## config.mk

```make
export PLATFORM = sky130hd
export DESIGN_NAME = up_down_dir_decoder
export DESIGN_NICKNAME = d
export VERILOG_FILES = /design/src/rtl/up_down_dir_decoder.sv
export SDC_FILE = /design/constraint.sdc
export NUM_CORES = 1
export LEC_CHECK = 0
export CELL_PAD_IN_SITES_DETAIL_PLACEMENT = 0
export CELL_PAD_IN_SITES_GLOBAL_PLACEMENT = 1
export CORE_MARGIN = 10
export CORE_UTILIZATION = 43
export CTS_CLUSTER_SIZE = 14
export DETAILED_ROUTE_END_ITERATION = 7
export HOLD_SLACK_MARGIN = 0.03
export PLACE_DENSITY = 0.81
export SLEW_MARGIN = 20
export SYNTH_ARGS = -nofsm -noshare
export SYNTH_HDL_FRONTEND = slang
export SYNTH_SLANG_ARGS = --single-unit
```

## constraint.sdc

```tcl
create_clock -name clk -period 7.2 [get_ports clk]
set_input_delay 1.8 -clock clk [delete_from_list [all_inputs] [get_ports clk]]
set_output_delay 1.8 -clock clk [all_outputs]
set_load 0.01 [all_outputs]
```

## src/rtl/up_down_dir_decoder.sv

```systemverilog
// Direction recovery monitor for an up/down count stream.
// Flags wrap-around, reversals, illegal jumps, run length and stall.
module up_down_dir_decoder #(
    parameter int WIDTH    = 3,
    parameter int RUN_W    = 4,
    parameter int HOLD_MAX = 4
) (
    input  logic             clk,
    input  logic             rst,
    input  logic             valid_in,
    input  logic [WIDTH-1:0] count_in,
    output logic             mode_out,
    output logic             dir_valid,
    output logic             wrap,
    output logic             reversal,
    output logic             step_err,
    output logic             stall,
    output logic [RUN_W-1:0] step_cnt
);

    typedef enum logic [2:0] {ACQ, SYNC, UP, DOWN, ERR} state_t;

    localparam logic [WIDTH-1:0] MAXV     = '1;
    localparam logic [RUN_W-1:0] RUN_MAX  = '1;
    localparam logic [RUN_W-1:0] HOLD_LIM = RUN_W'(HOLD_MAX);

    state_t           state;
    logic [WIDTH-1:0] prev;
    logic [RUN_W-1:0] hold_cnt;

    logic [WIDTH-1:0] delta;
    logic             is_up;
    logic             is_dn;
    logic             is_hold;
    logic             wrap_hit;
    logic             same_dir;
    logic             opp_dir;
    logic [RUN_W-1:0] hold_inc;
    logic [RUN_W-1:0] run_inc;

    always_comb begin
        delta    = count_in - prev;
        is_up    = (delta == WIDTH'(1));
        is_dn    = (delta == MAXV);
        is_hold  = (delta == '0);
        // max->0 going up, or 0->max going down
        wrap_hit = (is_up && count_in == '0) || (is_dn && prev == '0);
        same_dir = (is_up && state == UP) || (is_dn && state == DOWN);
        opp_dir  = (is_up && state == DOWN) || (is_dn && state == UP);
        hold_inc = (hold_cnt == RUN_MAX) ? hold_cnt : hold_cnt + 1'b1;
        run_inc  = (step_cnt == RUN_MAX) ? step_cnt : step_cnt + 1'b1;
    end

    always_ff @(posedge clk) begin
        if (rst) begin
            state     <= ACQ;
            prev      <= '0;
            hold_cnt  <= '0;
            mode_out  <= 1'b0;
            dir_valid <= 1'b0;
            wrap      <= 1'b0;
            reversal  <= 1'b0;
            step_err  <= 1'b0;
            stall     <= 1'b0;
            step_cnt  <= '0;
        end else if (valid_in) begin
            prev     <= count_in;
            wrap     <= 1'b0;
            reversal <= 1'b0;
            step_err <= 1'b0;
            unique case (state)
                // no reference yet: this sample only seeds prev
                ACQ, ERR: begin
                    state     <= SYNC;
                    dir_valid <= 1'b0;
                end
                default: begin
                    unique case (1'b1)
                        is_up, is_dn: begin
                            state     <= is_up ? UP : DOWN;
                            mode_out  <= is_dn;
                            dir_valid <= 1'b1;
                            wrap      <= wrap_hit;
                            reversal  <= opp_dir;
                            step_cnt  <= same_dir ? run_inc : RUN_W'(1);
                            hold_cnt  <= '0;
                            stall     <= 1'b0;
                        end
                        is_hold: begin
                            hold_cnt <= hold_inc;
                            stall    <= (hold_inc >= HOLD_LIM);
                        end
                        default: begin
                            state     <= ERR;
                            dir_valid <= 1'b0;
                            step_err  <= 1'b1;
                            step_cnt  <= '0;
                            hold_cnt  <= '0;
                            stall     <= 1'b0;
                        end
                    endcase
                end
            endcase
        end else begin
            wrap     <= 1'b0;
            reversal <= 1'b0;
            step_err <= 1'b0;
        end
    end

endmodule

```

==> results of run 1 <==
## metal layers
metal | track usage [%] | vias up | part of all wire (%)
li1 | - | 489 | -
met1 | 11.91 | 438 | 46
met2 | 16.57 | 21 | 48
met3 | 2.684 | 2 | 5.7
met4 | 3.947 | 0 | 0.49
met5 | 0 | - | 0
## worst register-to-register path: cells and delay by family (launching register included)
kind / cells / cell delay, ps
fa+ha+maj: 2 / 640
xor+xnor: 1 / 400
compound gates: 2 / 390
flops: 1 / 350
mux: 1 / 330
## cells by family after synthesis
group                    synth area share [%]
flip-flops                              34.66
AO/OA/AOI/OAI                           23.94
XOR/XNOR                                2.965
AND/OR/NAND/NOR                         22.69
multiplexers                            4.789
adder cells (fa/ha/maj)                 5.246
buffers and inverters                   5.700
## final timing paths
check,to,depth (start not counted),startpoint
max,step_cnt[2],8,count_in[0]
min,stall,2,stall
max reg2reg,step_cnt[2],6,prev[0]
min reg2reg,stall,2,stall
## registers in the layout (all words and copies together), names as in the netlist
register  count
hold_cnt      4
mode_out      1
prev          3
reversal      1
stall         1
state         3
step_cnt      4
step_err      1
wrap          1
## per-stage QoR
stage               power (mW)  hold slack [ps]  area, µm²
CTS                     0.2177            466.1       1282
floorplan               0.1503            469.7       1097
global route            0.2265            504.5       1282
global placement        0.1612            444.1       1256
finish                  0.2146            461.8       1282
detailed placement      0.1619            449.1       1256
## layout by cell type, fill, tap and decap left out, types with 3 or more instances in the layout
| cell type | count |
|---|---|
| o21ai_0 | 7 |
| nor2_1 | 11 |
| ha_1 | 3 |
| and3_1 | 5 |
| clkdlybuf4s50_1 | 15 |
| a21oi_1 | 9 |
| dfxtp_1 | 19 |
| clkbuf_4 | 3 |
| nand3_1 | 6 |
| nor3_1 | 5 |
| nand2_1 | 7 |
| o211ai_1 | 4 |
| mux2i_1 | 3 |
| inv_1 | 7 |
## power groups by stage
| stage | Combinational (mW) | Sequential [mW] | Clock [mW] |
|---|---|---|---|
| after floorplan | 0.0366 | 0.114 | 0 |
| after global placement | 0.0473 | 0.114 | 0 |
| after detailed placement | 0.0477 | 0.114 | 0 |
| after CTS | 0.0480 | 0.112 | 0.0580 |
| after global routing | 0.0530 | 0.112 | 0.0612 |
| final | 0.0480 | 0.112 | 0.0549 |
## area by class of cell
type | count | area [µm²] | share of cell area, %
Tap cell | 30 | 37.54 | 2.927
Inverter | 7 | 26.28 | 2.049
Multi-Input combinational cell | 93 | 654.4 | 51.02
Clock buffer | 4 | 26.28 | 2.049
Sequential cell | 19 | 380.4 | 29.66
Timing Repair Buffer | 16 | 157.7 | 12.29
==> results.cfg, run 1 <==
[synthesis]
seq_area_frac_synth_pct = 34.66
async_reset_ff_share_pct = 0
syn_inst = 126
ys_warn_count = 0
synth.top_cell.area_share_pct = 34.66
postSynthAreaPerCell_um2 = 8.709
ys_ff_latch = 19
netlist_top_cells_count = 19 x dfxtp_1, 11 x nor2_1, 9 x a21oi_1
synth_nets = 136
synthFlopType = dfxtp_1
yosys.area.top_type = dfxtp_1
synth.most_common_cell = dfxtp_1
synthesis.area_um2 = 1097
synth_edf_count = 0
ys_types = 43
ys_top_cells_by_area = dfxtp_1 35%, a21oi_1 4.1%, nor2_1 3.8%, ha_1 3.4%, o21ai_0 3.2%

[cts]
h-tree-depth = 1
postCtsSetupBuffers = 0
cts_made_buffers = 3
cts_resized = 0
clk_pin_slew_ps = 110
clock_sinks = 19
root_buffer = clkbuf_4
worstSkewPairLatency_ps = 300
cts_tree = built
holdBufCountCts = 0
clockBufferDepth = 2

[routing]
dr.pass1.iters = 4
drt-total-wl_um = 2462
dr_total_vias = 950
via_per_inst = 5.621
drtIter0Drc = 35
wl_per_cell_um = 14.57
ant_nets = 0
drcViolationCount = 0

[global_route]
first_global_vias = 915
grt_overflow = 0
antenna_found_initial = 0
grt_usage_pct = 10.01
grt_max_degree = 19
grt_pass1_wl_um = 4222

[timing]
setup_ws_ps = 3316
period_needed_ps = 3884
setup_viol = 0
drv_slew = 0
tightestPinTransition_ps = 801.9
rsz0062_at_grt = no
clock_skew_ps = 3.958
max_slew_margin_pct = 45.98
period_share_pct = 53.94
setup_tns_ps = 0
max_freq_mhz = 257.5
hold_viol_final = 0

[placed_design]
io_buffers = 15
pre_cts_slack_ps = 2992
dpl.hpwl_um = 1869
place.gp.congestion = 0.8286
dp.cells = 165

[layout]
fill_cells = 225
fin_cells = 169
nets = 150
num_antenna_cells = 0
drive_above_1_share_pct = 9.353
area_growth_syn_to_layout_pct = 16.88
final_util_pct = 52.24

[floorplanning]
die-area_um2 = 4972
fp.dieW_um = 70.52
fp.dieH_um = 70.52
core_area_um2 = 2455
rows = 18
ios = 16
initial_core_util_pct = 44.70

[power]
p_clk_share_pct = 25.6
p_per_area_nw_per_um2 = 167.4
pwr-share-comb_pct = 22.4
leakage_nw = 0.4979
switching_share_pct = 30.14
internal-power_uw = 150.0
max-vdd-ir-drop_mv = 0.1285
sequentialPowerShare_pct = 52.1
switchingPower_uw = 64.69

[critical_path]
cp-start-kind = primary input
path_max_fanout = 10
cp_num_buf_inv = 2
critPathSlowestCell = clkdlybuf4s50_1
critPathRequiredTime_ps = 7420
critical_path_arrival_ps = 4100
path_class = in2reg
reg2reg_slack_ps = 5010
slowest_delay_ps = 470
cp-end-kind = register
path_cells = clkdlybuf4s50_1, inv_1, ha_1, fa_1, xnor3_2, mux2i_4, o211ai_1, a211oi_2
cpLargestDelayFamily = adder cells

[run]
cap_violations = 0

[min_path]
holdCritPathClass = reg2reg

[status]
status = completed
Power figures use the tool's default switching activity.
==> inputs of run 2 (changes only) <==
Settings changed: CORE_UTILIZATION 43 to 40, PLACE_DENSITY 0.81 to 0.76.
Clock period 7.2 ns to 3.9 ns, I/O delays scaled along.
==> results.cfg, run 2 (synthesis results as in run 1) <==
[critical_path]
slowest_delay_ps = 470
cpLargestDelayFamily = adder cells
cp-start-kind = primary input
critPathSlowestCell = clkdlybuf4s50_1
critical_path_arrival_ps = 3280
cp_num_buf_inv = 2
path_max_fanout = 10
reg2reg_slack_ps = 1730
critPathRequiredTime_ps = 4140
r2r-start = prev[0]
worst_r2r_endpoint = step_cnt[2]
path_class = in2reg
cp-end-kind = register
reg2regPathDepth = 6
path_cells = clkdlybuf4s50_1, inv_1, ha_1, fa_1, xnor3_2, mux2i_4, o211ai_1, a211oi_2

[cts]
root_buffer = clkbuf_4
h-tree-depth = 1
postCtsSetupBuffers = 0
cts_made_buffers = 3
clock_sinks = 19
worstSkewPairLatency_ps = 300
clockBufferDepth = 2
holdBufCountCts = 0
clk_pin_slew_ps = 120
cts_resized = 0
cts_tree = built

[global_route]
grt_max_degree = 19
grt_usage_pct = 9.428
first_global_vias = 848
antenna_found_initial = 0
grt_pass1_wl_um = 4126
grt_overflow = 0

[timing]
period_share_pct = 78.04
setup_viol = 0
period_needed_ps = 3044
setup_ws_ps = 856.5
max_slew_margin_pct = 45.48
rsz0062_at_grt = no
clock_skew_ps = 10.24
tightestPinTransition_ps = 809.3
hold_viol_final = 0
drv_slew = 0
setup_tns_ps = 0
max_freq_mhz = 328.6

[status]
status = completed

[floorplanning]
initial_core_util_pct = 43.12
die-area_um2 = 5238
fp.dieW_um = 72.38
core_area_um2 = 2545
fp.dieH_um = 72.38
ios = 16
rows = 18

[routing]
drtIter0Drc = 49
drcViolationCount = 0
ant_nets = 0
dr.pass1.iters = 5
dr_total_vias = 964
drt-total-wl_um = 2475
via_per_inst = 5.671
wl_per_cell_um = 14.56

[placed_design]
dpl.hpwl_um = 1812
dp.cells = 166
pre_cts_slack_ps = 564.9
place.gp.congestion = 0.7650
io_buffers = 15

[layout]
final_util_pct = 50.69
fill_cells = 247
drive_above_1_share_pct = 10.00
fin_cells = 170
area_growth_syn_to_layout_pct = 17.56
final_cell_mix = 19 x dfxtp_1, 15 x clkdlybuf4s50_1, 11 x nor2_1, 9 x a21oi_1
nets = 151
num_antenna_cells = 0
top_regs = hold_cnt x4, step_cnt x4
final_common_cell = dfxtp_1

[min_path]
holdCritPathClass = reg2reg
hold_path_startpoint = stall
worst_hold_path.endpoint = stall
holdPathStages = 2

[power]
p_per_area_nw_per_um2 = 309.7
max-vdd-ir-drop_mv = 0.2203
leakage_nw = 0.5027

[run]
cap_violations = 0
==> run 2: area by class of cell <==
class / count / area [µm²] / share of cell area (%)
Multi-Input combinational cell: 93 / 654.4 / 50.73
Sequential cell: 19 / 380.4 / 29.49
Timing Repair Buffer: 17 / 165.2 / 12.80
Tap cell: 30 / 37.54 / 2.910
Clock buffer: 4 / 26.28 / 2.037
Inverter: 7 / 26.28 / 2.037
==> run 2: how the worst max path moves through the flow <==
stage / to / startpoint / cells past startpoint
2_1_floorplan: step_cnt[0] / count_in[0] / 8
4_1_cts: step_cnt[2] / count_in[0] / 8
5_1_grt: step_cnt[1] / count_in[0] / 8
3_5_place_dp: step_cnt[2] / count_in[0] / 8
3_3_place_gp: step_cnt[2] / count_in[0] / 8
6_report: step_cnt[2] / count_in[0] / 8
==> run 2: metal layers <==
| layer | global-route usage (%) | vias up | part of all wire (%) |
|---|---|---|---|
| met5 | 0 | - | 0 |
| met4 | 3.165 | 0 | 0.32 |
| met1 | 12.66 | 443 | 50 |
| met2 | 13.90 | 30 | 44 |
| li1 | - | 489 | - |
| met3 | 2.857 | 2 | 6.1 |
==> run 2: where the power goes <==
group	total [mW]	internal [mW]	switching [mW]	leakage, nW
clock network	0.103	0.0399	0.0634	0.0150
logic	0.0902	0.0376	0.0525	0.334
registers	0.206	0.200	0.00612	0.154
==> run 2: worst register-to-register path, cell delays in order (launching register included) <==
cell and delay (ps):
dfxtp_1 340, ha_1 190, fa_1 440, xnor3_2 410, mux2i_4 350, o211ai_1 160, a211oi_2 220
==> run 2: stage by stage <==
stage                     hold slack [ps]  power (mW)  instance area (µm²)
after floorplan                     469.7      0.2775                 1097
after global placement              447.8      0.2990                 1264
after detailed placement            455.2      0.2993                 1264
after CTS                           476.8      0.4016                 1290
after global routing                499.1      0.4209                 1290
final                               479.7      0.3995                 1290
==> inputs of run 3 (changes only) <==
Settings changed: CORE_UTILIZATION 40 to 36, PLACE_DENSITY 0.76 to 0.72.
Clock period 3.9 ns to 2.6 ns, I/O delays scaled along.
==> results.cfg, run 3 (synthesis results as in run 1) <==
[timing]
tightestPinTransition_ps = 440.8
setup_ws_ps = 199.0
rsz0062_at_grt = no
hold_viol_final = 0
max_freq_mhz = 416.5
setup_viol = 0
period_share_pct = 92.35
period_needed_ps = 2401
max_slew_margin_pct = 70.50
clock_skew_ps = 2.955
drv_slew = 0

[cts]
clockBufferDepth = 2
cts_made_buffers = 3
clk_pin_slew_ps = 110
holdBufCountCts = 0
h-tree-depth = 1
worstSkewPairLatency_ps = 300
root_buffer = clkbuf_4
clock_sinks = 19
cts_tree = built

[floorplanning]
rows = 19
initial_core_util_pct = 38.79
die-area_um2 = 5657
core_area_um2 = 2829
fp.dieH_um = 75.21
fp.dieW_um = 75.21
ios = 16

[layout]
num_antenna_cells = 0
final_util_pct = 49.09
fill_cells = 272
nets = 161
seq_area_um2 = 380.4
top_regs = hold_cnt x4, step_cnt x4
final_common_cell = dfxtp_1
drive_above_1_share_pct = 19.33
final_cell_mix = 19 x dfxtp_1, 14 x clkdlybuf4s50_1, 12 x buf_4, 11 x nor2_1, 9 x a21oi_1
multi_input_area_um2 = 674.4
area_growth_syn_to_layout_pct = 26.57
postLayoutCellArea_um2 = 1389

[global_route]
grt_overflow = 0
grt_usage_pct = 9.914
grt_max_degree = 12
antenna_found_initial = 0
grt_pass1_wl_um = 4457
first_global_vias = 950

[critical_path]
path_class = in2reg
critPathSlowestCell = clkdlybuf4s50_1
critPathRequiredTime_ps = 2830
reg2reg_slack_ps = 550
slowest_delay_ps = 490
cp-endpoint = step_cnt[1]
path_cells = clkdlybuf4s50_1, inv_1, fa_2, xnor3_2, mux2i_4, a311oi_2, o31ai_1
cp-start-kind = primary input
reg2regPathDepth = 6
setup.worst_path.start = count_in[1]
cp-end-kind = register
path_max_fanout = 7
worst_r2r_endpoint = step_cnt[1]
critical_path_arrival_ps = 2630
r2r-start = prev[0]

[routing]
wl_per_cell_um = 14.87
dr_total_vias = 1022
via_per_inst = 5.646
dr.pass1.iters = 4
drcViolationCount = 0
ant_nets = 0
drtIter0Drc = 32
drt-total-wl_um = 2691

[placed_design]
place.gp.congestion = 0.7959
dpl_cell_area_um2 = 1310
io_buffers = 15
pre_cts_slack_ps = -374.1
dpl.hpwl_um = 2007

[run]
cap_violations = 0

[power]
max-vdd-ir-drop_mv = 0.2445
leakage_nw = 0.5580
p_per_area_nw_per_um2 = 452.6
power_uw = 628.5

[min_path]
holdCritPathClass = reg2reg

[status]
status = completed
run 3: changes by cell type in the layout (fill, tap and decap cells not counted), sizes merged:
cell	previous run	this run
buf	2	12
clkdlybuf4s50	15	14
dlymetal6s2s	0	1
run 3: metal layers:
layer  GRT usage [%]  part of all wire [%]
met4           2.062                  0.85
met1           12.06                    47
met3           3.154                   4.1
met5               0                     0
met2           16.76                    48
run 3: worst min path at each step:
stage	startpoint	to	slack (ps)	cells past startpoint
detailed placement	stall	stall	460	2
global route	stall	stall	490	2
CTS	stall	stall	470	2
finish	stall	stall	470	2
global placement	stall	stall	450	2
floorplan	hold_cnt[0]	hold_cnt[0]	470	1
run 3: report_power, final:
group | switching [mW] | internal [mW]
clock network | 0.0916 | 0.0598
logic | 0.0876 | 0.0798
registers | 0.00973 | 0.300
run 3: through the flow:
step           instances  hold slack (ps)  TNS, ps
2_1_floorplan        126            469.7        0
3_3_place_gp         173            450.8    -3262
3_5_place_dp         173            456.4    -4131
4_1_cts              178            473.2        0
5_1_grt              181            488.5        0
6_report             181            469.4        0
run 3: final cells by class:
cell class | count | share of cell area [%]
Multi-Input combinational cell | 93 | 48.56
Clock buffer | 4 | 1.892
Timing Repair Buffer | 27 | 17.48
Tap cell | 31 | 2.793
Inverter | 7 | 1.892
Sequential cell | 19 | 27.39
run 3: timing repair:
action                     4_1_cts  5_1_grt
setup endpoints to repair        5        8
resized for setup                2        5
pin swaps                        0        4
buffers inserted                 1        3
run 3: worst max-delay path, delay by kind of cell:
family	cells	cell delay, ps
compound gates	2	370
xor+xnor	1	340
fa+ha+maj	1	340
buf+inv	2	570
mux	1	350
